==> config.mk <==
export PLATFORM = sky130hd
export DESIGN_NAME = multicycle_slice_adder
export DESIGN_NICKNAME = d
export VERILOG_FILES = /design/src/rtl/multicycle_slice_adder_pkg.sv /design/src/rtl/multicycle_slice_adder_slice4.sv /design/src/rtl/multicycle_slice_adder.sv
export SDC_FILE = /design/constraint.sdc
export NUM_CORES = 1
export LEC_CHECK = 0
export ABC_CLOCK_PERIOD_IN_PS = 3300
export CAP_MARGIN = 0
export CORE_ASPECT_RATIO = 0.9
export CORE_MARGIN = 2
export CORE_UTILIZATION = 30
export CTS_CLUSTER_DIAMETER = 100
export CTS_CLUSTER_SIZE = 14
export DETAILED_ROUTE_END_ITERATION = 16
export SYNTH_ARGS = -nofsm -noshare
export SYNTH_HDL_FRONTEND = slang
export SYNTH_HIERARCHICAL = 1
export SYNTH_SLANG_ARGS = --single-unit
==> constraint.sdc <==
create_clock -name clk -period 3.3 [get_ports clk]
set_clock_uncertainty 0.15 [all_clocks]
set_input_delay 0.825 -clock clk [delete_from_list [all_inputs] [get_ports clk]]
set_output_delay 0.825 -clock clk [all_outputs]
set_load 0.02 [all_outputs]
==> src/rtl/multicycle_slice_adder_pkg.sv <==
// Shared definitions for the multicycle slice adder: slice width and FSM state codes.
// Code 2'd3 is never produced; the top level treats it like IDLE.
package multicycle_slice_adder_pkg;

  localparam int SLICE_W = 4;

  typedef enum logic [1:0] {
    IDLE = 2'd0,
    RUN  = 2'd1,
    DONE = 2'd2
  } state_e;

endpackage

==> src/rtl/multicycle_slice_adder_slice4.sv <==
// Purely combinational 4-bit adder slice: four full-adder bit cells in a ripple chain.
module adder_slice4
  import multicycle_slice_adder_pkg::*;
(
  input  logic [SLICE_W-1:0] a,
  input  logic [SLICE_W-1:0] b,
  input  logic               cin,
  output logic [SLICE_W-1:0] s,
  output logic               cout
);

  logic [SLICE_W:0] carry;

  assign carry[0] = cin;

  for (genvar i = 0; i < SLICE_W; i++) begin : g_fa
    assign s[i]         = a[i] ^ b[i] ^ carry[i];
    assign carry[i + 1] = (a[i] & b[i]) | (carry[i] & (a[i] ^ b[i]));
  end

  assign cout = carry[SLICE_W];

endmodule

==> src/rtl/multicycle_slice_adder.sv <==
// Sequential wide adder: one 4-bit slice per clock through a shared slice and a registered carry,
// with valid/ready handshakes on the operand and result sides.
module multicycle_slice_adder
  import multicycle_slice_adder_pkg::*;
#(
  parameter int WIDTH = 16
) (
  input  logic             clk,
  input  logic             rst_n,
  input  logic             in_valid,
  output logic             in_ready,
  input  logic [WIDTH-1:0] a,
  input  logic [WIDTH-1:0] b,
  input  logic             cin,
  output logic             out_valid,
  input  logic             out_ready,
  output logic [WIDTH-1:0] sum,
  output logic             cout,
  output logic             ovf
);

  localparam int NSLICE = WIDTH / SLICE_W;
  localparam int IDX_W  = (NSLICE > 1) ? $clog2(NSLICE) : 1;

  state_e             state_q;
  logic [WIDTH-1:0]   a_q;
  logic [WIDTH-1:0]   b_q;
  logic [IDX_W-1:0]   idx_q;
  logic               c_q;
  logic [WIDTH-1:0]   sum_q;
  logic               cout_q;
  logic               ovf_q;

  logic [SLICE_W-1:0] slice_sum_d;
  logic               slice_carry_d;
  logic [IDX_W+1:0]   base;

  assign base = {idx_q, 2'b00};

  adder_slice4 u_slice (
    .a    (a_q[base +: SLICE_W]),
    .b    (b_q[base +: SLICE_W]),
    .cin  (c_q),
    .s    (slice_sum_d),
    .cout (slice_carry_d)
  );

  // The unused state code falls through to the IDLE branch, so it can never lock up.
  always_ff @(posedge clk or negedge rst_n) begin
    if (!rst_n) begin
      state_q <= IDLE;
      a_q     <= '0;
      b_q     <= '0;
      idx_q   <= '0;
      c_q     <= 1'b0;
      sum_q   <= '0;
      cout_q  <= 1'b0;
      ovf_q   <= 1'b0;
    end else if (state_q == RUN) begin
      sum_q[base +: SLICE_W] <= slice_sum_d;
      c_q                    <= slice_carry_d;
      if (idx_q == IDX_W'(NSLICE - 1)) begin
        cout_q  <= slice_carry_d;
        ovf_q   <= (a_q[WIDTH-1] == b_q[WIDTH-1]) && (slice_sum_d[SLICE_W-1] != a_q[WIDTH-1]);
        state_q <= DONE;
      end else begin
        idx_q <= idx_q + IDX_W'(1);
      end
    end else if (state_q == DONE) begin
      if (out_ready) begin
        state_q <= IDLE;
      end
    end else begin
      if (in_valid) begin
        a_q     <= a;
        b_q     <= b;
        c_q     <= cin;
        idx_q   <= '0;
        state_q <= RUN;
      end
    end
  end

  assign in_ready  = (state_q != RUN) && (state_q != DONE);
  assign out_valid = (state_q == DONE);
  assign sum       = sum_q;
  assign cout      = cout_q;
  assign ovf       = ovf_q;

endmodule

Word level (Yosys, flattened, before mapping). Cells that the tools add are included.

Bits in registers: 55. Bits of input ports: 37. Output and inout port bits: 20. Logic and storage cells: 69.

Add/sub/neg operators: 2. Eq/ne operators: 11. Shift operators: 4. Mux-type cells: 13. Bitwise operators: 22. Reduce and logical (&&, ||, !) cells: 9.

Operator list (number): 16-bit by 5-bit indexed part select with 4-bit output (2); 2-bit two-way mux (9); 16-bit bitwise mux (1); 4-bit by 6-bit variable shift with 16-bit output, first input constant (1); 4-bit by 6-bit indexed part select with 16-bit output (1); 3-bit AND reduction (3); 1-bit bitwise AND (8); 1-bit bitwise XOR (8); 2-bit by 1-bit != test with 1-bit output, second input constant (3); 4-bit negator with 6-bit output (1); 2-bit == test, second input constant (2); 2-bit != test, second input constant (2); 1-bit bitwise OR (4); 2-bit AND reduction (2); 1-bit two-way mux (3); 3-bit by 1-bit != test with 1-bit output, second input constant (1); 3-bit nonzero test (1); 2-bit by 1-bit adder with 2-bit output, second input constant (1); 2-bit by 1-bit == test with 1-bit output, second input constant (1); 1-bit logical AND (2); 1-bit NOT (2); 2-bit nonzero test (1); 1-bit == test (1); 1-bit != test (1).

Depth between registers and ports, before layout. Gate-level depths: netlist of the first run.

Depth in word-level cells: 11. Mapped depth: 14. Depth with buffers taken out: 12.

Hierarchy. Netlist of the first run, hierarchy kept.

By module, submodules not included: multicycle_slice_adder (instances 1, cells each 186, area an instance 2539.9 um2, sequential area each 1376.3 um2); adder_slice4 (instances 1, cells each 14, area an instance 117.6 um2, sequential area each 0.0 um2).

Least setup slack after synthesis of the first run. No wires, ideal clock.

Kind: register to register. Start: register idx_q[0]. End: register ovf_q (netlist: ovf). Arrival time: 3.087 ns. Required time: 3.015 ns. Slack: -0.072 ns. Cell stages (with the launch flop): 15. Path through: dfrtp_1 -> buf_6 -> buf_12 -> mux4_2 -> fa_1 -> inv_1 -> fa_1 -> inv_1 -> fa_1 -> inv_1 -> fa_1 -> inv_1 -> and3b_1 -> a21oi_1 -> o21ai_0.

Word-level cells in the longest chain between the ends: 11. Elaborated cells between the ends (all ways): 20. Those cells by class: eq/ne: 2; shift: 2; bitwise: 14; reduce/logical: 2.

Ends and longest elaborated chain: start: declaration (RTL line multicycle_slice_adder.sv:28) `logic [IDX_W-1:0] idx_q;`; start signal: assignment (RTL line multicycle_slice_adder.sv:67) `idx_q <= idx_q + IDX_W'(1);`; 16-bit by 5-bit indexed part select with 4-bit output, on equally long branches (RTL line multicycle_slice_adder.sv:41, multicycle_slice_adder.sv:42); 1-bit bitwise XOR (RTL line multicycle_slice_adder_slice4.sv:18) `assign carry[i + 1] = (a[i] & b[i]) | (carry[i] & (a[i] ^ b[i]));`; 1-bit bitwise AND (RTL line multicycle_slice_adder_slice4.sv:18); 1-bit bitwise OR (RTL line multicycle_slice_adder_slice4.sv:18); 1-bit bitwise AND (RTL line multicycle_slice_adder_slice4.sv:18); 1-bit bitwise OR (RTL line multicycle_slice_adder_slice4.sv:18); 1-bit bitwise AND (RTL line multicycle_slice_adder_slice4.sv:18); 1-bit bitwise OR (RTL line multicycle_slice_adder_slice4.sv:18); 1-bit bitwise XOR * (RTL line multicycle_slice_adder_slice4.sv:17) `assign s[i] = a[i] ^ b[i] ^ carry[i];`; via slice_sum_d[3] (RTL line multicycle_slice_adder.sv:34) `logic [SLICE_W-1:0] slice_sum_d;`; 1-bit != test * (RTL line multicycle_slice_adder.sv:64) `ovf_q <= (a_q[WIDTH-1] == b_q[WIDTH-1]) && (slice_sum_d[SLICE_W-1] != a_q[WIDTH-1]);`; 1-bit logical AND * (RTL line multicycle_slice_adder.sv:64); end signal: assignment (RTL line multicycle_slice_adder.sv:64); end: declaration (RTL line multicycle_slice_adder.sv:32) `logic ovf_q;`.

Mark *: on every way through the listed nets, which the timed path passes. The rest lies on a longest branch. A chain may end at the register's enable or synchronous reset.

Final worst setup path of the first run. Same ends and word-level chain as after synthesis.

==> summary.txt, run 1 <==
Status
  • Status: finished, final reports clean

Clock network
  • Root buffer cell: clkbuf_8
  • Sink Count: 55
  • Post_cts resized: 0
  • Worst-Skew Late Latency: 0.30 ns
  • Post-CTS Hold Buffers: 0
  • Max clock buf depth: 2
  • Setup repair bufs after CTS: 0
  • Clock-pin slew on the worst setup and hold paths: 0.10 ns
  • H-Tree Depth: 2
  • CTS tree: done
  • Num CTS Buffers: 5

Final layout
  • Layout cell share with drive strength beyond 1: 25.6%
  • FF+latch area: 0.00138 mm^2
  • # fillers: ~820
  • # diodes: 0
  • P&R area growth vs syn: 30.2%
  • Final net count: 311
  • Cell area after layout: roughly 0.0035 mm^2
  • Area of the multi-input gates: around 0.0012 mm^2

Floorplanning
  • Die H: 93.3 um
  • Die W: 103 um
  • Starting Density: 30.9%
  • # IOs: 57
  • Core footprint: 0.00861 mm^2
  • Die area: 0.00963 mm^2
  • # rows: 32

Setup path
  • CP required: 3.33 ns
  • Startpoint Class: flop
  • CP Capture Type: flop
  • Worst EP arrival: 3.13 ns
  • Crit path max fanout: 3
  • Worst Setup Path Type: flop to flop

Synth
  • Warnings, synthesis: 6
  • Synth Instances: 200
  • Syn nets: 249
  • Synthesized area: ~0.0027 mm^2
  • Seq/Total Area, Yosys: 51.8%
  • Syn avg cell area: 13.3 um^2
  • Library cells used by synthesis: 27
  • #FFs+latches synth: 55

Pwr
  • Max VDD drop: 0.000396 V
  • Pleak: 1.47 nW
  • Final Power: 3.69 mW
  • PwrDens: 1070 mW/mm^2

Timing
  • Max Clk Rate: 0.323 GHz
  • Setup slack after layout: 0.201 ns
  • Hold Vio Cnt, Final: 0
  • Max Slew Vio Count: 0
  • RSZ-0062 raised after global routing: false
  • Count of final setup violators: 0
  • Min Tclk post-route: 3.10 ns
  • Tightest Pin Transition: 0.705 ns
  • Sum of negative setup slack: 0 ns
  • Tcrit/Tclk final: between 90% and 100%
  • Worst relative slew slack: about 53%

Place
  • Port-buffer cells: 56
  • Post-Place Setup Slack: 0.138 ns
  • Gpl congestion: 0.784
  • DP Area: around 0.0034 mm^2
  • Post-DP HPWL: 4060 um

Detailed routing
  • Detailed-route wire length: 5260 um
  • Post-route ant nets: 0
  • # DRC: 0
  • Initial drt markers: 56
  • WL/cell: 13.8 um
  • Total number of vias: 1689
  • Post-DR vias/cell: between 4 and 5
  • Pre-antenna DRT Iters: 4

Hold path
  • Worst Hold Class: flop to flop

Global routing
  • Total gr overflow: 0
  • GRT Total Usage: 12.1%
  • Vias in the first global route: 1805
  • First-pass GRT wire length: 8960 um
  • Largest net degree at the start of global routing: 33
  • Initial antenna violation count: 0

Run
  • Max Cap Viol: 0
==> power breakdown <==
group | internal, mW | total (mW) | leakage, nW | switching, mW
logic | 1.04 | 2.07 | 0.731 | 1.03
clock network | 0.223 | 0.435 | 0.0513 | 0.212
registers | 0.990 | 1.18 | 0.683 | 0.194
total | 2.25 | 3.69 | 1.47 | 1.43
==> final cells by class <==
type,instances,share of cell area (%)
sequential,55,39.8
multi-input combinational,123,33.8
timing repair buffer,63,17.6
tap,119,4.30
clock buffer,6,2.10
inverter,14,1.52
clock inverter,1,0.868
==> flip-flops by register name, summed over array words and instances (netlist names) <==
| name | cells |
|---|---|
| a_q | 16 |
| b_q | 16 |
| c_q | 1 |
| cout | 1 |
| idx_q | 2 |
| ovf | 1 |
| state_q | 2 |
| sum | 16 |
==> cell families (layout without fill, tap and decap cells) <==
| logic type | after synthesis | in the layout | share of synthesized area [%] |
|---|---|---|---|
| AOI/OAI and AO/OA | 25 | 25 | 6.21 |
| adders and majority gates | 12 | 12 | 6.78 |
| buffers and inverters | 22 | 84 | 4.24 |
| DFF | 55 | 55 | 51.8 |
| muxes | 44 | 44 | 22.0 |
| and+or+nand+nor | 42 | 42 | 8.99 |
==> worst paths after layout <==
path	start	end	slack, ns	cells past startpoint
hold reg to reg	sum[14]	sum[14]	0.33	2
min in group asynchronous	rst_n	state_q[0]	0.41	1
hold / removal	sum[14]	sum[14]	0.33	2
max in group asynchronous	rst_n	b_q[0]	1.94	2
setup reg to reg	idx_q[0]	ovf	0.20	12
setup / recovery	idx_q[0]	ovf	0.20	12
==> stage by stage <==
stage | hold WS (ns) | utilization, % | std cells
CTS | 0.342 | 40.2 | 381
floorplan | 0.324 | - | 200
global route | 0.357 | 40.2 | 381
global placement | 0.313 | 39.0 | 374
detailed placement | 0.321 | 39.0 | 374
finish | 0.333 | 40.2 | 381
==> worst max-delay path, stage by stage (launching register included) <==
cell	delay, ns
dfrtp_2	0.41
mux4_2	0.53
fa_2	0.37
inv_2	0.06
fa_1	0.15
inv_1	0.05
fa_1	0.35
inv_1	0.07
fa_1	0.41
inv_2	0.06
and3b_1	0.16
a21oi_1	0.10
o21ai_0	0.08
==> cells in the mapped netlist <==
library cell | count | area, um^2
dfrtp_1 | 55 | 1380
mux2_2 | 35 | 394
nand2_1 | 27 | 101
inv_1 | 14 | 52.6
o21ai_0 | 13 | 65.1
ha_1 | 8 | 100
mux4_2 | 8 | 180
a22o_1 | 7 | 61.3
buf_2 | 5 | 25.0
fa_1 | 4 | 80.1
nand3_1 | 3 | 15.0
nor2_1 | 3 | 11.3
a21oi_1 | 2 | 10.0
and3b_1 | 2 | 17.5
nor3b_4 | 2 | 37.5
buf_12 | 1 | 20.0
buf_6 | 1 | 11.3
clkbuf_1 | 1 | 3.75
mux2i_1 | 1 | 10.0
nand2b_1 | 1 | 6.26
nand2b_4 | 1 | 13.8
nand4_1 | 1 | 6.26
nor4_4 | 1 | 21.3
o21bai_1 | 1 | 7.51
o31ai_2 | 1 | 12.5
o41ai_1 | 1 | 8.76
or2_4 | 1 | 8.76
==> metal layers <==
layer | vias to the layer above | part of all wire (%) | global-route usage, %
met5 | - | 0 | 0
met4 | 0 | 0.87 | 2.30
met3 | 4 | 5.2 | 2.77
met2 | 42 | 47 | 19.3
met1 | 821 | 47 | 16.9
li1 | 822 | - | -
==> layout by cell type (no fill, tap or decap), types with 2 or more instances in the layout <==
cell             instances
a21oi_1                  2
a22o_1                   7
and3b_1                  2
buf_4                    7
clkbuf_8                 5
clkdlybuf4s50_1         55
dfrtp_1                 54
fa_1                     3
ha_1                     8
inv_1                   12
inv_2                    2
mux2_2                  35
mux4_2                   8
nand2_1                 27
nand3_1                  3
nor2_1                   3
nor3b_4                  2
o21ai_0                 13
Note: power is estimated with default switching activity, not from simulation.
==> inputs of run 2 (changes only) <==
CTS_BUF_LIST = sky130_fd_sc_hd__clkbuf_16   (was unset)
==> summary.txt, run 2 (synthesis results as in run 1) <==
Timing
  • Sum of negative setup slack: 0 ns
  • Max Clk Rate: about 0.32 GHz
  • Min Tclk post-route: 3.09 ns
  • Max Slew Vio Count: 0
  • RSZ-0062 raised after global routing: false
  • Worst relative slew slack: 53.1%
  • Count of final setup violators: 0
  • Setup slack after layout: 0.213 ns
  • Tcrit/Tclk final: 93.6%
  • Hold Vio Cnt, Final: 0
  • Tightest Pin Transition: 0.703 ns

Setup path
  • CP most frequent cell: fa_1
  • Worst EP arrival: 3.09 ns
  • Startpoint Class: flop
  • CP required: approximately 3.3 ns
  • CP Cell Sequence: mux4_2 > fa_2 > inv_2 > fa_1 > inv_1 > fa_1 > inv_1 > fa_1 > inv_2 > and3b_1 > a21oi_1 > o21ai_0
  • Crit path max fanout: 3
  • Critical Path Max Stage Delay: 0.53 ns
  • CP delay by family, top: adder cells
  • CP Capture Type: flop
  • Slowest cell on the critical path: mux4_2
  • Worst Setup Path Type: flop to flop
  • Crit path buffers/inverters: 4

Final layout
  • Final Core Density: 40.9%
  • # diodes: 0
  • Cell area after layout: ~0.0035 mm^2
  • Most frequent cells in the layout: 55 x clkdlybuf4s50_1, 54 x dfrtp_1, 35 x mux2_2
  • P&R area growth vs syn: 32.3%
  • Final net count: 311
  • Commonest non-fill, non-tap cell in the layout: clkdlybuf4s50_1
  • Layout cell share with drive strength beyond 1: 25.6%

Floorplanning
  • Die area: between 0.009 and 0.01 mm^2
  • Core footprint: 0.00861 mm^2
  • Die H: 93.3 um
  • # rows: 32
  • Die W: roughly 100 um
  • # IOs: 57
  • Starting Density: 30.9%

Hold path
  • Worst Hold Class: flop to flop

Pwr
  • Pleak: between 1 and 1.5 nW
  • Max VDD drop: 0.000436 V
  • PwrDens: 1090 mW/mm^2

Detailed routing
  • Post-route ant nets: 0
  • WL/cell: roughly 14 um
  • Total number of vias: 1680
  • # DRC: 0
  • Pre-antenna DRT Iters: 4
  • Initial drt markers: 44
  • Post-DR vias/cell: 4.41
  • Detailed-route wire length: 5220 um

Global routing
  • Largest net degree at the start of global routing: 33
  • First-pass GRT wire length: 9000 um
  • Total gr overflow: 0
  • Initial antenna violation count: 0
  • GRT Total Usage: 12.2%
  • Vias in the first global route: 1820

Clock network
  • Num CTS Buffers: 5
  • Clock-pin slew on the worst setup and hold paths: 0.06 ns
  • Setup repair bufs after CTS: 0
  • CTS tree: done
  • Worst-Skew Late Latency: 0.29 ns
  • Root buffer cell: clkbuf_16
  • Max clock buf depth: 2
  • H-Tree Depth: 2
  • Sink Count: 55

Place
  • Gpl congestion: 0.784
  • Post-DP HPWL: 4060 um
  • Post-Place Setup Slack: 0.138 ns
  • DP Area: 0.00336 mm^2
  • Port-buffer cells: 56

Run
  • Max Cap Viol: 0

Status
  • Status: finished, final reports clean
[run 2: changes by cell type in the layout (fill, tap and decap cells not counted)]
cell / previous run / this run
clkbuf_1: 1 / 0
inv_1: 12 / 13
clkbuf_16: 0 / 5
clkbuf_8: 5 / 0
[run 2: where the power goes]
part           switching (mW)  total [mW]  internal [mW]
Combinational            1.03        2.07           1.04
Sequential              0.195        1.19          0.992
Clock                   0.223       0.574          0.351
[run 2: timing repair]
item	CTS	global route
hold buffers	0	0
resized for setup	0	2
endpoints found under the setup margin	0	4
[run 2: worst min-delay path, delay by kind of cell, from the launching register on]
family | cells | cell delay [ns]
simple gates | 1 | 0.04
compound gates | 1 | 0.06
flops | 1 | 0.34
[run 2: worst paths after layout]
path                           from      end  slack, ns  depth (start not counted)
max                        idx_q[0]      ovf       0.21                         12
min                         sum[14]  sum[14]       0.33                          2
max reg2reg                idx_q[0]      ovf       0.21                         12
min reg2reg                 sum[14]  sum[14]       0.33                          2
max in group asynchronous     rst_n  a_q[11]       1.92                          2
min in group asynchronous     rst_n   a_q[8]       0.44                          1
[run 2: final cells by class]
type / count / area (um^2)
clock buffers: 5 / 125
flip-flops and latches: 55 / 1380
inverters: 14 / 52.6
fillers: 813 / 5090
multi-input cells: 123 / 1170
well taps: 119 / 149
repair buffers: 63 / 608
clock inverters: 2 / 33.8
[run 2: per-layer routing]
layer  global-route usage [%]  part of all wire, %  vias up
li1                         -                    -      821
met1                     16.9                   47      811
met2                     19.2                   46       43
met3                     2.91                  5.2        5
met4                     3.07                  1.0        0
met5                        0                    0        -
[run 2: per-stage QoR]
stage                     power (mW)  hold slack [ns]  std cells
after detailed placement        3.30            0.321        374
final                           3.83            0.326        381
after floorplan                 2.62            0.324        200
after global routing            4.18            0.349        381
after CTS                       3.87            0.336        381
after global placement          3.26            0.313        374
==> inputs of run 3 (changes only) <==
MAX_ROUTING_LAYER = met4   (was unset)
==> summary.txt, run 3 (synthesis results as in run 1) <==
Global routing
  • First-pass GRT wire length: ~9000 um
  • GRT Total Usage: 12.5%
  • Initial antenna violation count: 0
  • Routing usage on met3: under 10%
  • GR Util met1: 16.9%
  • GR Util met2: 19.3%
  • Grt peak-use layer: met2
  • Vias in the first global route: 1822
  • Largest net degree at the start of global routing: 33
  • Total gr overflow: 0

Setup path
  • Crit path buffers/inverters: 4
  • CP delay by family, top: adder cells
  • Worst EP arrival: 3.09 ns
  • CP most frequent cell: fa_1
  • Crit path max fanout: 3
  • CP required: 3.30 ns
  • Startpoint Class: flop
  • CP Cell Sequence: mux4_2 > fa_2 > inv_2 > fa_1 > inv_1 > fa_1 > inv_1 > fa_1 > inv_2 > and3b_1 > a21oi_1 > o21ai_0
  • CP Capture Type: flop
  • Critical Path Max Stage Delay: about 0.53 ns
  • Worst R2R Start: idx_q[0]
  • Critical path origin: idx_q[0]
  • Worst Setup Path Type: flop to flop
  • Slowest cell on the critical path: mux4_2

Timing
  • Hold Vio Cnt, Final: 0
  • RSZ-0062 raised after global routing: false
  • Max Slew Vio Count: 0
  • Sum of negative setup slack: 0 ns
  • Setup slack after layout: 0.212 ns
  • Worst relative slew slack: 53.5%
  • Tcrit/Tclk final: 93.6%
  • Tightest Pin Transition: 0.698 ns
  • Min Tclk post-route: 3.09 ns
  • Count of final setup violators: 0
  • Max Clk Rate: about 0.32 GHz

Final layout
  • # fillers: approximately 810
  • Commonest non-fill, non-tap cell in the layout: clkdlybuf4s50_1
  • Cell area after layout: 0.00352 mm^2
  • # diodes: 0
  • P&R area growth vs syn: 32.3%
  • Layout cell share with drive strength beyond 1: 25.6%
  • Final net count: 311
  • Final Core Density: 40.9%
  • Most frequent cells in the layout: 55 x clkdlybuf4s50_1, 54 x dfrtp_1, 35 x mux2_2

Detailed routing
  • Initial drt markers: 50
  • Total number of vias: around 1700
  • Post-DR vias/cell: 4.43
  • Post-route ant nets: 0
  • Pre-antenna DRT Iters: 4
  • WL/cell: 13.8 um
  • Detailed-route wire length: 5240 um
  • # DRC: 0

Floorplanning
  • Die area: 0.00963 mm^2
  • Die H: between 90 and 100 um
  • # IOs: 57
  • Die W: 103 um
  • # rows: 32
  • Core footprint: 0.00861 mm^2
  • Starting Density: 30.9%

Clock network
  • H-Tree Depth: 2
  • CTS tree: done
  • Root buffer cell: clkbuf_16
  • Worst-Skew Late Latency: 0.29 ns
  • Max clock buf depth: 2
  • Num CTS Buffers: 5
  • Clock-pin slew on the worst setup and hold paths: 0.06 ns
  • Sink Count: 55

Run
  • Max Cap Viol: 0

Place
  • Post-Place Setup Slack: 0.138 ns
  • Port-buffer cells: 56
  • DP Area: 0.00336 mm^2
  • Gpl congestion: around 0.8
  • Post-DP HPWL: 4060 um

Hold path
  • Worst Hold Class: flop to flop
  • Worst hold start: sum[14]

Pwr
  • Clock power share: around 15%
  • Int Pwr: 2.38 mW
  • Switch share: 37.7%
  • Combinational power share: a little over half
  • PwrDens: 1090 mW/mm^2
  • Max VDD drop: 0.000436 V
  • Pleak: approximately 1.5 nW
  • Net Switching: 1.44 mW
  • Register share of total power: 31.0%
  • Final Power: roughly 3.8 mW

Status
  • Status: finished, final reports clean
[run 3: cell counts in the layout (fill, tap and decap cells not counted)]
Identical to the previous run, type by type.
[run 3: path summary, 6_finish.rpt]
kind,endpoint,slack [ns],cells after the start
worst min register to register,sum[14],0.33,2
worst max register to register,ovf,0.21,12
worst max-delay path,ovf,0.21,12
max in group asynchronous,a_q[11],1.92,2
worst min-delay path,sum[14],0.33,2
min in group asynchronous,a_q[8],0.43,1
[run 3: layout make-up]
| cell class | instances | area (um^2) | area share, % |
|---|---|---|---|
| timing repair buffer | 63 | 608 | 17.3 |
| clock buffer | 5 | 125 | 3.56 |
| tap | 119 | 149 | 4.23 |
| inverter | 14 | 52.6 | 1.49 |
| clock inverter | 2 | 33.8 | 0.961 |
| multi-input combinational | 123 | 1170 | 33.3 |
| sequential | 55 | 1380 | 39.2 |
[run 3: repair_timing]
action / in CTS / in global routing
gates resized for setup: 0 / 2
hold buffers: 0 / 0
setup endpoints to repair: 0 / 4
setup buffers: 0 / 0
[run 3: per-layer routing]
metal,part of all wire (%),up-vias
li1,-,824
met1,47,812
met2,47,47
met3,5.1,5
met4,1.0,0
met5,0,-
[run 3: worst register-to-register path: stages (launching register included)]
cell     delay (ns)
dfrtp_2        0.40
mux4_2         0.53
fa_2           0.37
inv_2          0.06
fa_1           0.15
inv_1          0.05
fa_1           0.35
inv_1          0.07
fa_1           0.41
inv_2          0.06
and3b_1        0.16
a21oi_1        0.10
o21ai_0        0.08
[run 3: metrics by stage]
step	hold slack, ns	std cells
after floorplan	0.324	200
after global placement	0.313	374
after detailed placement	0.321	374
after CTS	0.336	381
after global routing	0.349	381
final	0.326	381
[run 3: power by group through the flow]
stage               Combinational [mW]  Clock, mW  Sequential, mW
floorplan                         1.40          0            1.22
global placement                  2.05          0            1.21
detailed placement                2.09          0            1.21
CTS                               2.09      0.587            1.19
global route                      2.31      0.615            1.24
finish                            2.07      0.574            1.19
